`config.mk`:
```
export PLATFORM = sky130hd
export DESIGN_NAME = debounce4
export DESIGN_NICKNAME = d
export VERILOG_FILES = /design/src/rtl/debounce4_pkg.sv /design/src/rtl/debounce1.sv /design/src/rtl/debounce4.sv
export SDC_FILE = /design/constraint.sdc
export NUM_CORES = 1
export LEC_CHECK = 0
export BUFFER_PORTS_ARGS = -buffer_cell sky130_fd_sc_hd__buf_4
export CORE_UTILIZATION = 25
export CTS_CLUSTER_DIAMETER = 40
export CTS_CLUSTER_SIZE = 12
export DETAILED_ROUTE_END_ITERATION = 10
export MAX_ROUTING_LAYER = met4
export PLACE_DENSITY = 0.48
export SKIP_LAST_GASP = 1
export SLEW_MARGIN = 20
export SYNTH_ARGS = -nofsm -noshare
export SYNTH_HDL_FRONTEND = slang
export SYNTH_SLANG_ARGS = --single-unit
export TNS_END_PERCENT = 5
```
`constraint.sdc`:
```
create_clock -name clk -period 5.4 [get_ports clk]
set_input_delay 0.27 -clock clk [delete_from_list [all_inputs] [get_ports clk]]
set_output_delay 0.27 -clock clk [all_outputs]
set_load 0.03 [all_outputs]
```
`src/rtl/debounce4_pkg.sv`:
```
// Shared button-conditioning constants for the IceZUM board.
// Other button-facing blocks derive their debounce defaults from here as well.
package debounce4_pkg;

    localparam int BOARD_CLK_HZ   = 12_000_000;
    localparam int DEBOUNCE_MS    = 10;
    localparam int DB_CYCLES_DEF  = (BOARD_CLK_HZ / 1000) * DEBOUNCE_MS;
    localparam int CNT_W_DEF      = $clog2(DB_CYCLES_DEF);

endpackage

```
`src/rtl/debounce1.sv`:
```
// One push-button channel: two-flop synchroniser, stable-time debounce counter,
// registered clean level and a one-cycle press pulse.
module debounce1
    import debounce4_pkg::*;
#(
    parameter int DB_CYCLES = DB_CYCLES_DEF,
    parameter int CNT_W     = CNT_W_DEF
) (
    input  logic clk,
    input  logic rst,
    input  logic x,
    output logic z,
    output logic p
);

    localparam logic [CNT_W-1:0] LAST = CNT_W'(DB_CYCLES - 1);

    logic             sync_p0;
    logic             sync_p1;
    logic [CNT_W-1:0] cnt;

    always_ff @(posedge clk or posedge rst) begin
        if (rst) begin
            sync_p0 <= 1'b0;
            sync_p1 <= 1'b0;
            z       <= 1'b0;
            p       <= 1'b0;
            cnt     <= '0;
        end else begin
            // synchroniser stages
            sync_p0 <= x;
            sync_p1 <= sync_p0;
            p       <= 1'b0;
            // any agreeing sample restarts qualification of the new level
            if (sync_p1 == z) begin
                cnt <= '0;
            end else if (cnt == LAST) begin
                z   <= sync_p1;
                p   <= sync_p1;
                cnt <= '0;
            end else begin
                cnt <= cnt + CNT_W'(1);
            end
        end
    end

endmodule

```
`src/rtl/debounce4.sv`:
```
// Four independent debounced button channels feeding the 4-input OR block.
// Pure structural wrapper around debounce1.
module debounce4
    import debounce4_pkg::*;
#(
    parameter int DB_CYCLES = DB_CYCLES_DEF,
    parameter int CNT_W     = CNT_W_DEF
) (
    input  logic clk,
    input  logic rst,
    input  logic x0,
    input  logic x1,
    input  logic x2,
    input  logic x3,
    output logic z0,
    output logic z1,
    output logic z2,
    output logic z3,
    output logic p0,
    output logic p1,
    output logic p2,
    output logic p3
);

    debounce1 #(.DB_CYCLES(DB_CYCLES), .CNT_W(CNT_W)) u_ch0 (
        .clk(clk), .rst(rst), .x(x0), .z(z0), .p(p0)
    );

    debounce1 #(.DB_CYCLES(DB_CYCLES), .CNT_W(CNT_W)) u_ch1 (
        .clk(clk), .rst(rst), .x(x1), .z(z1), .p(p1)
    );

    debounce1 #(.DB_CYCLES(DB_CYCLES), .CNT_W(CNT_W)) u_ch2 (
        .clk(clk), .rst(rst), .x(x2), .z(z2), .p(p2)
    );

    debounce1 #(.DB_CYCLES(DB_CYCLES), .CNT_W(CNT_W)) u_ch3 (
        .clk(clk), .rst(rst), .x(x3), .z(z3), .p(p3)
    );

endmodule
```
# Word-level counts from Yosys, hierarchy flattened
# Cells that the tools add are included.
[op_classes] shift=0 n_eq_ne=8 bitwise_logic=4 multipliers=0 add_sub_neg=4 magnitude_cmp=0 n_mux=16 reduce_logical=4 div=0
[ops] op="17-bit two-way mux" count=8
[ops] op="17-bit by 1-bit adder with 17-bit output, second input constant" count=4
[ops] op="17-bit == test, second input constant" count=4
[ops] op="1-bit two-way mux" count=8
[ops] op="2-bit AND reduction" count=4
[ops] op="1-bit == test" count=4
[ops] op="1-bit inverter" count=4
[totals] latchBits=0 rom_bits=0 ram_bits=0 ff_bits=84 memories=0 out_inout_bits=8 elab_cells=56 in_bits=6

# Depth between registers and ports, before layout
[depth] word_depth=3 mapped_depth=8 ltp_nobuf=5

# Cells and area by module
# A second synthesis with hierarchy kept.
[hier_totals] hier_cells=376 area_unflattened_um2=3928.8
[modules_own_cells] module="debounce1" instances=4 cells_per_inst=94 seq_area_each_um2=525.5 area_per_inst_um2=982.2

# Worst setup path after synthesis
# No wires, ideal clock.
[synth_path] kind="flip-flop to flip-flop" from="register u_ch3.cnt[0]" to="register u_ch3.cnt[5]" setup_time_ns=0.072 t_required_ns=5.328 period_less_slack_ns=1.816 path_slack_ns=3.584 stages_incl_launch_ff=9 t_arrival_ns=1.744 path_buffers=3 cell_sequence="dfrtp_1 ha_1 and4_1 clkbuf_1 and4_1 a31o_2 buf_2 buf_2 nor2_1"
[synth_via] elab_chain_cells=3 elab_cells_between_ends=4 classes_between="add/sub (1); eq/ne (1); mux (2)"
[synth_lines] element="start: declaration" line="debounce1.sv:20" rtl="logic [CNT_W-1:0] cnt;"
[synth_lines] element="start signal: assignment" line="debounce1.sv:42" rtl="cnt <= cnt + CNT_W'(1);"
[synth_lines] element="17-bit by 1-bit adder with 17-bit output or 17-bit == test (tied branches)" line="debounce1.sv:42, debounce1.sv:37"
[synth_lines] element="17-bit two-way mux (*)" line="debounce1.sv:37" rtl="end else if (cnt == LAST) begin"
[synth_lines] element="17-bit two-way mux (*)" line="debounce1.sv:35" rtl="if (sync_p1 == z) begin"
# Every way passes the cells marked *; elsewhere a longest branch is shown, timed or not.
# A chain may end at the register's enable or synchronous reset.

# Final worst setup path
[layout_path] from="register u_ch1.cnt[0]" to="register u_ch1.cnt[16]"
[layout_via] elab_chain_cells=3 elab_cells_between_ends=4 classes_between="add/sub (1); eq/ne (1); mux (2)"
[layout_lines] element="start: declaration" line="debounce1.sv:20"
[layout_lines] element="start signal: assignment" line="debounce1.sv:42"
[layout_lines] element="17-bit by 1-bit adder with 17-bit output or 17-bit == test (tied branches)" line="debounce1.sv:42, debounce1.sv:37"
[layout_lines] element="17-bit two-way mux (*)" line="debounce1.sv:37"
[layout_lines] element="17-bit two-way mux (*)" line="debounce1.sv:35"
# Marked as above.

==> flow_metrics.py <==
metrics = {
    "sta": {
        "slew_headroom": 0.488,
        "setup_tns_ns": 0,
        "period_needed_ns": 2.02,
        "skew_ns": 0.00327,
        "hold_violations": 0,
        "rsz0062_at_grt": "no",
        "period_share": 0.374,
        "fin_ws_ns": 3.38,
        "slew_viol_final": 0,
        "max_freq_mhz": 496,
        "worst_slew_pin_slew_ns": 0.768,
        "hold_slack_ns": 0.0346,
        "finalSetupViolations": 0,
    },
    "route": {
        "wl_per_cell_um": 12.5,
        "num_vias": 2680,
        "drtAntennaViolNets": 0,
        "drt-total-wl_mm": 7.32,
        "drt_iter0_markers": 170,
        "dr.pass1.iters": 4,
        "vias_per_cell": 4.57,
        "post-route-drc-count": 0,
    },
    "global_route": {
        "grt.total_usage": 0.106,
        "antenna_found_initial": 0,
        "grtUsageMet1": 0.127,
        "grt_overflow": 0,
        "grt_pass1_vias": 2725,
        "busiest_layer": "met2",
        "grt_use_met3": 0.0375,
        "use_met2": 0.164,
        "grt_pass1_wl_mm": 13.0,
        "grt_max_degree": 85,
    },
    "die": {
        "initial_utilization": 0.256,
        "die_area_um2": 16000,
        "fp.dieH_um": 127,
        "io_pins": 14,
        "die_w_um": 127,
        "rows": 45,
        "core_um2": 15100,
    },
    "min_path": {
        "hold_end": "u_ch0.sync_p0",
        "min_path_cells": 1,
        "hp-class": "in2reg",
        "min-delay-start": "x0",
    },
    "clock_network": {
        "tritoncts": "done",
        "htree_levels": 3,
        "postCtsResizedCells": 0,
        "cts_root_buf": "clkbuf_16",
        "cts_buffer_depth": 2,
        "numClockSinks": 84,
        "cts-buffers-inserted": 9,
        "postCtsSetupBuffers": 0,
        "path_clk_slew_ns": 0.06,
        "clk_latency_ns": 0.34,
        "cts_hold_buffers": 0,
    },
    "synthesis": {
        "netlist_area_um2": 3880,
        "syn_avg_cell_area_um2": 10.3,
        "synth-seq-cells": 84,
        "synth_nets": 388,
        "yosysUniqueCellTypes": 35,
        "synth_warnings": 0,
        "synth_seq_area_share": 0.542,
        "syn_inst": 378,
    },
    "placed_design": {
        "dp_hpwl_mm": 4.72,
        "pre_cts_slack_ns": 3.15,
        "placed_area_um2": 4180,
        "gp_congestion": 0.730,
        "io_buffer_count": 13,
    },
    "final_layout": {
        "final_area_um2": 4490,
        "diodes": 0,
        "drive_above_1_share": 0.103,
        "fin_nets": 404,
        "fillCellCount": 1535,
        "area_growth_pct": 15.8,
    },
    "pwr": {
        "cellPowerDensity_nw_per_um2": 293,
        "total_power_mw": 1.32,
        "vdd_ir_drop_max_mv": 0.156,
        "p_leak_nw": 1.84,
    },
    "worst_setup_path": {
        "crit_path_max_fanout": 4,
        "critPathLaunchType": "register",
        "r2r_start": "u_ch1.cnt[0]",
        "end_kind": "register",
        "cp.arrival_ns": 2.28,
        "critPathMaxStageDelay_ns": 0.61,
        "cp.required_ns": 5.66,
        "reg2regPathDepth": 5,
        "cp_cell_sequence": "ha_1 -> nand3_1 -> or4_1 -> or3_1 -> a21oi_1",
        "timing.rr.end": "u_ch1.cnt[16]",
        "crit_type": "reg2reg",
        "crit_slowest_cell": "or4_1",
        "cp_top_family": "simple AND/OR/NAND/NOR gates",
        "rrSetupSlack_ns": 3.38,
        "crit_buf_inv": 0,
    },
    "run": {
        "maxCapViolCount": 0,
    },
    "outcome": {
        "outcome": "finished clean",
    },
}
## worst register-to-register path, delay by kind of cell, from the launching register on
kind | cells | cell delay (ns)
adders and majority gates | 1 | 0.22
and+or+nand+nor | 3 | 1.18
AOI/OAI and AO/OA | 1 | 0.15
DFF | 1 | 0.39
## layout make-up
class | count | area, um2 | area share
Multi-Input combinational cell | 273 | 1700 | 0.377
Sequential cell | 84 | 2100 | 0.468
Inverter | 12 | 46.3 | 0.0103
Tap cell | 188 | 235 | 0.0524
Clock inverter | 4 | 47.5 | 0.0106
Timing Repair Buffer | 14 | 109 | 0.0242
Clock buffer | 12 | 256 | 0.0571
## layout by cell type (no fill, tap or decap), types with 2 or more instances in the layout
master	n
a21oi_1	7
and2_1	2
and3_1	7
and4_1	5
buf_4	13
clkbuf_16	9
clkbuf_8	2
clkinv_2	3
dfrtp_1	84
ha_1	4
inv_1	11
mux2_2	3
nand2_1	19
nand3_1	26
nand4_1	18
nor2_1	67
nor3_1	11
nor3b_1	3
nor4_1	12
nor4b_1	3
nor4bb_1	3
o21ai_0	7
or3_1	6
or4_1	2
xnor2_1	34
xor2_1	23
## registers in the layout, summed over array words and instances, names as in the netlist, 17 cells and up
name / count
u_ch0.cnt: 17
u_ch1.cnt: 17
u_ch2.cnt: 17
u_ch3.cnt: 17
## report_power, final
part	internal, mW	switching (mW)	leakage, nW
sequential	0.640	0.00967	1.15
clock	0.382	0.243	0.149
combinational	0.0122	0.0291	0.546
## worst max path at each step
stage,cells after the start,end,start
3_3_place_gp,4,u_ch1.cnt[15],u_ch1.cnt[13]
2_1_floorplan,1,u_ch0.cnt[0],rst
3_5_place_dp,5,u_ch1.cnt[8],u_ch1.cnt[0]
6_report,5,u_ch1.cnt[16],u_ch1.cnt[0]
4_1_cts,5,u_ch1.cnt[13],u_ch1.cnt[0]
5_1_grt,4,u_ch0.cnt[13],u_ch0.cnt[7]
## routing by layer
metal,part of all wire,up-vias
met4,0.013,0
li1,-,1341
met3,0.035,12
met2,0.45,28
met1,0.50,1299
met5,0,-
## per-stage QoR
stage	utilization	std cells
6_report	0.297	587
5_1_grt	0.297	587
4_1_cts	0.296	587
3_5_place_dp	0.276	571
3_3_place_gp	0.276	571
2_1_floorplan	-	378
## kinds of logic (layout without fill, tap and decap cells)
logic type               Yosys count  in the layout  share of synthesized area
AND/OR/NAND/NOR                  191            191                      0.260
XOR/XNOR                          57             57                      0.129
multiplexers                       3              3                    0.00871
AO/OA/AOI/OAI                     18             18                     0.0261
adder cells (fa/ha/maj)            4              4                     0.0129
buffers and inverters             21             42                     0.0216
flip-flops                        84             84                      0.542
## Yosys cell counts, drive strengths merged
cell | number | area (um2)
nor4 | 12 | 75.1
nand4 | 19 | 134
nor2 | 67 | 251
nand3 | 27 | 140
ha | 4 | 50.1
mux2 | 3 | 33.8
inv | 12 | 45.0
nor4b | 3 | 26.3
buf | 4 | 20.0
nor4bb | 3 | 30.0
and3 | 8 | 51.3
o21ai | 8 | 40.0
nor3b | 3 | 22.5
o31ai | 1 | 7.51
xnor2 | 34 | 298
a31o | 1 | 8.76
nand4b | 1 | 8.76
and2 | 2 | 12.5
a21oi | 7 | 35.0
a41o | 1 | 10.0
nand2 | 19 | 71.3
dfrtp | 84 | 2100
and4 | 6 | 53.8
xor2 | 23 | 201
or4 | 3 | 26.3
clkbuf | 5 | 18.8
nor3 | 11 | 55.1
or3 | 7 | 48.8
Power figures use the tool's default switching activity.
